### config.mk
export PLATFORM = sky130hd
export DESIGN_NAME = load_store_unit_flat
export DESIGN_NICKNAME = d
export VERILOG_FILES = /design/src/rtl/lsu_pkg.sv /design/src/rtl/load_store_unit_if.sv /design/src/rtl/load_store_align.sv /design/src/rtl/load_store_unit.sv /design/src/flat_wrapper.sv
export SDC_FILE = /design/constraint.sdc
export NUM_CORES = 1
export LEC_CHECK = 0
export ABC_AREA = 1
export CAP_MARGIN = 20
export CORE_MARGIN = 2
export CORE_UTILIZATION = 47
export CTS_BUF_LIST = sky130_fd_sc_hd__clkbuf_4 sky130_fd_sc_hd__clkbuf_8 sky130_fd_sc_hd__clkbuf_16
export DETAILED_ROUTE_END_ITERATION = 8
export PLACE_DENSITY = 0.85
export SYNTH_ARGS = -nofsm -noshare
export SYNTH_HDL_FRONTEND = slang
export SYNTH_HIERARCHICAL = 1
export SYNTH_SLANG_ARGS = --single-unit
### constraint.sdc
create_clock -name clk -period 3.7 [get_ports clk]
set_input_delay 0.37 -clock clk [delete_from_list [all_inputs] [get_ports clk]]
set_output_delay 0.37 -clock clk [all_outputs]
set_load 0.02 [all_outputs]
### src/rtl/lsu_pkg.sv
// Shared constants and types for the load/store unit.
package lsu_pkg;

  localparam int unsigned DepthDefault = 24;

  // funct3 size/sign encodings
  localparam logic [2:0] Funct3B  = 3'd0;
  localparam logic [2:0] Funct3H  = 3'd1;
  localparam logic [2:0] Funct3W  = 3'd2;
  localparam logic [2:0] Funct3Bu = 3'd4;
  localparam logic [2:0] Funct3Hu = 3'd5;

  typedef enum logic [2:0] {
    StIdle,
    StLoad,
    StStore,
    StRmwRd,
    StRmwWr,
    StResp
  } lsu_state_e;

endpackage

### src/rtl/load_store_unit_if.sv
// Execute-stage request, data-memory and writeback signals of the load/store unit.
interface load_store_unit_if;
  logic        ex_valid;
  logic        ex_ready;
  logic        ex_mem_read;
  logic        ex_mem_write;
  logic        ex_reg_write;
  logic [2:0]  ex_funct3;
  logic [31:0] ex_addr;
  logic [31:0] ex_wdata;
  logic [4:0]  ex_rd;
  logic [31:0] address;
  logic [31:0] write_data_mem;
  logic        mem_read;
  logic        mem_write;
  logic [31:0] read_data;
  logic        wb_valid;
  logic        wb_we;
  logic        wb_fault;
  logic [4:0]  wb_rd;
  logic [31:0] wb_data;

  // Environment side: execute stage, data memory and writeback consumer
  modport master (
    output ex_valid, ex_mem_read, ex_mem_write, ex_reg_write, ex_funct3, ex_addr, ex_wdata,
           ex_rd, read_data,
    input  ex_ready, address, write_data_mem, mem_read, mem_write, wb_valid, wb_we, wb_fault,
           wb_rd, wb_data
  );

  // Load/store unit side
  modport slave (
    input  ex_valid, ex_mem_read, ex_mem_write, ex_reg_write, ex_funct3, ex_addr, ex_wdata,
           ex_rd, read_data,
    output ex_ready, address, write_data_mem, mem_read, mem_write, wb_valid, wb_we, wb_fault,
           wb_rd, wb_data
  );
endinterface

### src/rtl/load_store_align.sv
// Byte-lane extract/extend for loads and lane merge for sub-word stores.
module load_store_align
  import lsu_pkg::*;
(
  input  logic [2:0]  funct3,
  input  logic [1:0]  byte_off,
  input  logic [31:0] rdata,
  input  logic [31:0] wdata,
  output logic [31:0] load_data,
  output logic [31:0] merged
);

  logic [31:0] shifted;
  logic [31:0] lane_mask;

  // Move the addressed lane to bit 0, then sign- or zero-extend
  always_comb begin
    shifted = rdata >> {byte_off, 3'b000};
    case (funct3)
      Funct3B:  load_data = {{24{shifted[7]}}, shifted[7:0]};
      Funct3H:  load_data = {{16{shifted[15]}}, shifted[15:0]};
      Funct3Bu: load_data = {24'h0, shifted[7:0]};
      Funct3Hu: load_data = {16'h0, shifted[15:0]};
      default:  load_data = shifted;
    endcase
  end

  // Replace only the addressed lanes of the old word with the low store bytes
  always_comb begin
    case (funct3)
      Funct3B: lane_mask = 32'h0000_00ff;
      Funct3H: lane_mask = 32'h0000_ffff;
      default: lane_mask = 32'hffff_ffff;
    endcase
    lane_mask = lane_mask << {byte_off, 3'b000};
    merged    = (rdata & ~lane_mask) | ((wdata << {byte_off, 3'b000}) & lane_mask);
  end

endmodule

### src/rtl/load_store_unit.sv
// Load/store unit: one request at a time, sub-word stores done as read-modify-write.
module load_store_unit
  import lsu_pkg::*;
#(
  parameter int unsigned DEPTH = DepthDefault
) (
  input logic              clk,
  input logic              rst_n,
  load_store_unit_if.slave bus
);

  lsu_state_e  state_q, state_d;
  logic        ex_ready_q, ex_ready_d;
  logic        mem_read_q, mem_read_d;
  logic        mem_write_q, mem_write_d;
  logic [31:0] address_q, address_d;
  logic [31:0] write_data_mem_q, write_data_mem_d;
  logic        wb_valid_q, wb_valid_d;
  logic        wb_we_q, wb_we_d;
  logic        wb_fault_q, wb_fault_d;
  logic [4:0]  wb_rd_q, wb_rd_d;
  logic [31:0] wb_data_q, wb_data_d;
  logic [2:0]  req_funct3_q, req_funct3_d;
  logic [1:0]  req_off_q, req_off_d;
  logic [31:0] req_wdata_q, req_wdata_d;
  logic [4:0]  req_rd_q, req_rd_d;
  logic        req_reg_write_q, req_reg_write_d;

  logic        is_mem, f3_legal, misaligned, out_of_range, fault;
  logic [31:0] load_data, merged;

  load_store_align u_align (
    .funct3    (req_funct3_q),
    .byte_off  (req_off_q),
    .rdata     (bus.read_data),
    .wdata     (req_wdata_q),
    .load_data (load_data),
    .merged    (merged)
  );

  // Classify the incoming request and detect access faults
  always_comb begin
    is_mem = bus.ex_mem_read || bus.ex_mem_write;
    if (bus.ex_mem_write) begin
      f3_legal = bus.ex_funct3 inside {Funct3B, Funct3H, Funct3W};
    end else begin
      f3_legal = bus.ex_funct3 inside {Funct3B, Funct3H, Funct3W, Funct3Bu, Funct3Hu};
    end
    misaligned   = ((bus.ex_funct3 == Funct3H || bus.ex_funct3 == Funct3Hu) && bus.ex_addr[0])
                || (bus.ex_funct3 == Funct3W && bus.ex_addr[1:0] != 2'b00);
    out_of_range = {2'b00, bus.ex_addr[31:2]} >= DEPTH;
    fault        = is_mem && ((bus.ex_mem_read && bus.ex_mem_write) || !f3_legal || misaligned
                           || out_of_range);
  end

  // Next state and next registered outputs
  always_comb begin
    state_d          = state_q;
    mem_read_d       = 1'b0;
    mem_write_d      = 1'b0;
    address_d        = address_q;
    write_data_mem_d = write_data_mem_q;
    wb_valid_d       = 1'b0;
    wb_we_d          = 1'b0;
    wb_fault_d       = 1'b0;
    wb_rd_d          = 5'd0;
    wb_data_d        = 32'd0;
    req_funct3_d     = req_funct3_q;
    req_off_d        = req_off_q;
    req_wdata_d      = req_wdata_q;
    req_rd_d         = req_rd_q;
    req_reg_write_d  = req_reg_write_q;

    unique case (state_q)
      StIdle: begin
        if (bus.ex_valid) begin
          req_funct3_d    = bus.ex_funct3;
          req_off_d       = bus.ex_addr[1:0];
          req_wdata_d     = bus.ex_wdata;
          req_rd_d        = bus.ex_rd;
          req_reg_write_d = bus.ex_reg_write;
          if (fault || !is_mem) begin
            // No memory access: answer straight away
            state_d    = StResp;
            wb_valid_d = 1'b1;
            wb_fault_d = fault;
            wb_we_d    = bus.ex_reg_write && !fault;
            wb_rd_d    = bus.ex_rd;
            wb_data_d  = fault ? 32'd0 : bus.ex_addr;
          end else begin
            address_d = {2'b00, bus.ex_addr[31:2]};
            if (bus.ex_mem_read) begin
              state_d    = StLoad;
              mem_read_d = 1'b1;
            end else if (bus.ex_funct3 == Funct3W) begin
              state_d          = StStore;
              mem_write_d      = 1'b1;
              write_data_mem_d = bus.ex_wdata;
            end else begin
              state_d    = StRmwRd;
              mem_read_d = 1'b1;
            end
          end
        end
      end
      StLoad: begin
        state_d    = StResp;
        wb_valid_d = 1'b1;
        wb_we_d    = req_reg_write_q;
        wb_rd_d    = req_rd_q;
        wb_data_d  = load_data;
      end
      StRmwRd: begin
        state_d          = StRmwWr;
        mem_write_d      = 1'b1;
        write_data_mem_d = merged;
      end
      StStore, StRmwWr: begin
        state_d    = StResp;
        wb_valid_d = 1'b1;
        wb_rd_d    = req_rd_q;
      end
      StResp:  state_d = StIdle;
      default: state_d = StIdle;
    endcase

    ex_ready_d = (state_d == StIdle);
  end

  // State and output registers with synchronous reset
  always_ff @(posedge clk) begin
    if (!rst_n) begin
      state_q          <= StIdle;
      ex_ready_q       <= 1'b1;
      mem_read_q       <= 1'b0;
      mem_write_q      <= 1'b0;
      address_q        <= 32'd0;
      write_data_mem_q <= 32'd0;
      wb_valid_q       <= 1'b0;
      wb_we_q          <= 1'b0;
      wb_fault_q       <= 1'b0;
      wb_rd_q          <= 5'd0;
      wb_data_q        <= 32'd0;
      req_funct3_q     <= 3'd0;
      req_off_q        <= 2'd0;
      req_wdata_q      <= 32'd0;
      req_rd_q         <= 5'd0;
      req_reg_write_q  <= 1'b0;
    end else begin
      state_q          <= state_d;
      ex_ready_q       <= ex_ready_d;
      mem_read_q       <= mem_read_d;
      mem_write_q      <= mem_write_d;
      address_q        <= address_d;
      write_data_mem_q <= write_data_mem_d;
      wb_valid_q       <= wb_valid_d;
      wb_we_q          <= wb_we_d;
      wb_fault_q       <= wb_fault_d;
      wb_rd_q          <= wb_rd_d;
      wb_data_q        <= wb_data_d;
      req_funct3_q     <= req_funct3_d;
      req_off_q        <= req_off_d;
      req_wdata_q      <= req_wdata_d;
      req_rd_q         <= req_rd_d;
      req_reg_write_q  <= req_reg_write_d;
    end
  end

  assign bus.ex_ready       = ex_ready_q;
  assign bus.mem_read       = mem_read_q;
  assign bus.mem_write      = mem_write_q;
  assign bus.address        = address_q;
  assign bus.write_data_mem = write_data_mem_q;
  assign bus.wb_valid       = wb_valid_q;
  assign bus.wb_we          = wb_we_q;
  assign bus.wb_fault       = wb_fault_q;
  assign bus.wb_rd          = wb_rd_q;
  assign bus.wb_data        = wb_data_q;

endmodule

### src/flat_wrapper.sv
// flat-port wrapper written by rule: the top's interface ports become plain ports
module load_store_unit_flat import lsu_pkg::*;
#(
  parameter int unsigned DEPTH = DepthDefault
)
  (clk, rst_n, bus_ex_valid, bus_ex_mem_read, bus_ex_mem_write, bus_ex_reg_write, bus_ex_funct3, bus_ex_addr, bus_ex_wdata, bus_ex_rd, bus_read_data, bus_ex_ready, bus_address, bus_write_data_mem, bus_mem_read, bus_mem_write, bus_wb_valid, bus_wb_we, bus_wb_fault, bus_wb_rd, bus_wb_data);
  load_store_unit_if bus_i ();
  input logic clk;
  input logic rst_n;
  input wire logic [$bits(bus_i.ex_valid)-1:0] bus_ex_valid;
  input wire logic [$bits(bus_i.ex_mem_read)-1:0] bus_ex_mem_read;
  input wire logic [$bits(bus_i.ex_mem_write)-1:0] bus_ex_mem_write;
  input wire logic [$bits(bus_i.ex_reg_write)-1:0] bus_ex_reg_write;
  input wire logic [$bits(bus_i.ex_funct3)-1:0] bus_ex_funct3;
  input wire logic [$bits(bus_i.ex_addr)-1:0] bus_ex_addr;
  input wire logic [$bits(bus_i.ex_wdata)-1:0] bus_ex_wdata;
  input wire logic [$bits(bus_i.ex_rd)-1:0] bus_ex_rd;
  input wire logic [$bits(bus_i.read_data)-1:0] bus_read_data;
  output wire logic [$bits(bus_i.ex_ready)-1:0] bus_ex_ready;
  output wire logic [$bits(bus_i.address)-1:0] bus_address;
  output wire logic [$bits(bus_i.write_data_mem)-1:0] bus_write_data_mem;
  output wire logic [$bits(bus_i.mem_read)-1:0] bus_mem_read;
  output wire logic [$bits(bus_i.mem_write)-1:0] bus_mem_write;
  output wire logic [$bits(bus_i.wb_valid)-1:0] bus_wb_valid;
  output wire logic [$bits(bus_i.wb_we)-1:0] bus_wb_we;
  output wire logic [$bits(bus_i.wb_fault)-1:0] bus_wb_fault;
  output wire logic [$bits(bus_i.wb_rd)-1:0] bus_wb_rd;
  output wire logic [$bits(bus_i.wb_data)-1:0] bus_wb_data;
  assign bus_i.ex_valid = bus_ex_valid;
  assign bus_i.ex_mem_read = bus_ex_mem_read;
  assign bus_i.ex_mem_write = bus_ex_mem_write;
  assign bus_i.ex_reg_write = bus_ex_reg_write;
  assign bus_i.ex_funct3 = bus_ex_funct3;
  assign bus_i.ex_addr = bus_ex_addr;
  assign bus_i.ex_wdata = bus_ex_wdata;
  assign bus_i.ex_rd = bus_ex_rd;
  assign bus_i.read_data = bus_read_data;
  assign bus_ex_ready = bus_i.ex_ready;
  assign bus_address = bus_i.address;
  assign bus_write_data_mem = bus_i.write_data_mem;
  assign bus_mem_read = bus_i.mem_read;
  assign bus_mem_write = bus_i.mem_write;
  assign bus_wb_valid = bus_i.wb_valid;
  assign bus_wb_we = bus_i.wb_we;
  assign bus_wb_fault = bus_i.wb_fault;
  assign bus_wb_rd = bus_i.wb_rd;
  assign bus_wb_data = bus_i.wb_data;
  load_store_unit #(.DEPTH(DEPTH)) u_core (.clk(clk), .rst_n(rst_n), .bus(bus_i));
endmodule
==> flow_summary.yaml <==
clock_tree:
  cts_buffers: 17
  cts.reportedPaths.clkPinSlew_ps: 60
  cts_tree: "built"
  cts-htree-levels: 4
  clk_path_buf_depth: 2
  hold_buffers: 0
  clock_latency_ps: 430
  ctsResizeCount: 0
  clock_sinks: 151
  root_buffer: "clkbuf_16"
  postCtsSetupRepairBufs: 0
synthesis:
  syn_area_sq_um: 7590
  syn-instance-count: 1205
  synthArstFlopShare_pct: 0
  ys_ff_latch: 151
  ys.flop_type: "dfxtp_1"
  yosys_warnings: 6
  synth_edf_count: 0
  seq_area_frac_synth_pct: 39.8
  avgSynthCellArea_sq_um: 6.30
  synthDistinctLibCells: 31
finish:
  drive_gt1_share_pct: 5.32
  nFillCells: 1425
  layout_commonest_cell: "nand2_1"
  nNetsFinal: 1487
  area_growth_pct: 35.9
  final_core_util_pct: 65.2
  antenna_cells: 0
  layout_common_cells: "nand2_1, clkdlybuf4s50_1, dfxtp_1, nor2_1, inv_1"
min_path:
  whs_path_depth: 2
  hold_end: "u_core/bus.address[7]"
  min_path_type: "reg2reg"
  min_from: "u_core/bus.address[7]"
worst_setup_path:
  worstPathArrival_ps: 2910
  worstReg2RegStart: "u_core/req_off_q[1]"
  crit_family: "simple AND/OR/NAND/NOR gates"
  end_kind: "flip-flop"
  cpPeakStageDelay_ps: 660
  critical_path_class: "reg2reg"
  worstPathRequired_ps: 3970
  r2r-end: "u_core/bus.wb_data[26]"
  cp_slowest_cell: "dfxtp_1"
  critPathLaunchType: "flip-flop"
  regToRegSetupSlack_ps: 1060
  worst-path-buf-inv: 2
  worst_r2r_path_depth: 8
  worstPathMaxFanout: 31
  worstPathCellList: "inv_2 > buf_4 > nand3_1 > nand2_1 > nand2_1 > nand3_1 > a22oi_1 > nor2_1"
pwr:
  clkPwrFrac_pct: 33.0
  p_switching_uw: 1650
  combPwrFrac_pct: 28.8
  p_leak_uw: 0.00478
  peakVddDrop_mv: 0.350
  p_per_area_nw_per_um2: 474
  p_int_uw: 3240
  seq_power_share_pct: 38.2
  swShare_pct: 33.8
floorplan:
  die_w_um: 131
  design.die.area_sq_um: 17200
  core_area_sq_um: 15800
  die_h_um: 131
  core.rowCount: 46
  ioPinCount: 217
  initial_core_util_pct: 48.0
grt:
  grtUsageTotal_pct: 27.6
  grt_pass1_vias: 7602
  grt_max_degree: 83
  overflow: 0
  grt_pass1_wl_mm: 37.2
  antenna_found_initial: 0
job:
  drv_cap: 0
route:
  wl_per_cell_um: 14.9
  drt_iter0_markers: 779
  ant_nets: 0
  via_count: 8256
  drc_errors: 0
  routed_wl_mm: 24.0
  viasPerCell: 5.14
  first_pass_iters: 5
timing:
  setup_viol: 0
  rsz0062_at_grt: "false"
  final_hold_viol_count: 0
  maxSlewHeadroom_pct: 32.4
  finClkSkew_ps: 9.70
  worstMarginPinSlew_ps: 1010
  post-route-period-util_pct: 71.4
  fin_setup_tns_ps: 0
  min_period_ps: 2640
  finalMaxSlewViolations: 0
  fmax_mhz: 378
placed_design:
  globalplace.congestion: 0.949
  portBuffers: 214
  post-dp-hpwl_mm: 17.5
status:
  status: "complete, no violations"
[through the flow]
stage / hold WS [ps] / cell area (sq um) / worst slack [ps] / total power [uW] / cells
after detailed placement: 445 / 9760 / 1170 / 3280 / 1574
final: 453 / 10300 / 1060 / 4890 / 1606
after global placement: 442 / 9760 / 1220 / 3270 / 1574
after CTS: 456 / 10300 / 1110 / 4900 / 1606
after global routing: 469 / 10300 / 911 / 5120 / 1606
after floorplan: 436 / 7590 / 2070 / 2750 / 1206
[metal layers]
layer / track usage [%] / vias to the layer above / wire (um)
met3: 4.99 / 54 / 1910
met5: 0 / - / 0
met1: 34.4 / 3699 / 9940
met2: 46.4 / 385 / 11400
li1: - / 4118 / -
met4: 12.8 / 0 / 801
[kinds of logic after synthesis]
family | after synthesis | share of synthesized area [%]
AOI/OAI and AO/OA | 145 | 11.5
DFF | 151 | 39.8
muxes | 1 | 0.148
buffers and inverters | 187 | 10.1
other | 1 | 0.0494
and+or+nand+nor | 720 | 38.3
[synth_stat cells, types with 2 or more instances]
master / number / area share, %
a32oi_1: 5 / 0.58
buf_2: 25 / 1.6
nand4_1: 4 / 0.33
inv_1: 105 / 5.2
nand2_1: 465 / 23
nand3_1: 87 / 5.7
nor2_4: 3 / 0.45
nor2_1: 142 / 7.0
o21ai_1: 3 / 0.20
or2_2: 8 / 0.66
buf_6: 2 / 0.30
inv_2: 9 / 0.45
nor3_1: 4 / 0.26
buf_4: 5 / 0.49
o21ai_0: 35 / 2.3
a21oi_1: 50 / 3.3
buf_1: 2 / 0.099
clkbuf_1: 39 / 1.9
dfxtp_1: 151 / 40
a22oi_1: 30 / 3.0
o211ai_1: 21 / 2.1
[worst min-delay path, cell delays in order (launching register included)]
cell and delay (ps):
dfxtp_1 310, nand3_1 70, inv_1 30
[area by class of cell]
type | count | area (sq um) | area share (%)
Inverter | 114 | 428 | 4.15
Clock buffer | 20 | 460 | 4.46
Sequential cell | 151 | 3020 | 29.3
Timing Repair Buffer | 225 | 2220 | 21.5
Tap cell | 216 | 270 | 2.62
Clock inverter | 12 | 92.6 | 0.898
Multi-Input combinational cell | 868 | 3820 | 37.0
[sequential cells by signal, summed over array words and instances, names as in the netlist]
signal / count
u_core/bus.wb_data: 32
u_core/bus.write_data_mem: 32
u_core/req_wdata_q: 32
u_core/bus.address: 30
u_core/bus.wb_rd: 5
u_core/req_rd_q: 5
u_core/req_funct3_q: 3
u_core/state_q: 3
u_core/req_off_q: 2
u_core/bus.ex_ready: 1
u_core/bus.mem_read: 1
u_core/bus.mem_write: 1
u_core/bus.wb_fault: 1
u_core/bus.wb_valid: 1
u_core/bus.wb_we: 1
u_core/req_reg_write_q: 1
[power groups by stage]
stage                     clock network (uW)  logic, uW  registers (uW)
after global placement                     0       1360            1900
final                                   1610       1410            1870
after global routing                    1690       1540            1890
after detailed placement                   0       1380            1900
after floorplan                            0        744            2010
after CTS                               1630       1390            1870
[worst max-delay path by stage]
stage,start,to,depth (start not counted)
floorplan,bus_ex_addr[14],u_core/bus.write_data_mem[0],12
global placement,u_core/req_off_q[1],u_core/bus.wb_data[31],8
detailed placement,bus_ex_funct3[1],u_core/bus.write_data_mem[0],11
CTS,u_core/req_off_q[1],u_core/bus.wb_data[26],8
global route,u_core/req_off_q[1],u_core/bus.wb_data[31],8
finish,u_core/req_off_q[1],u_core/bus.wb_data[26],8
No activity file was read; power rests on OpenSTA's default activity.
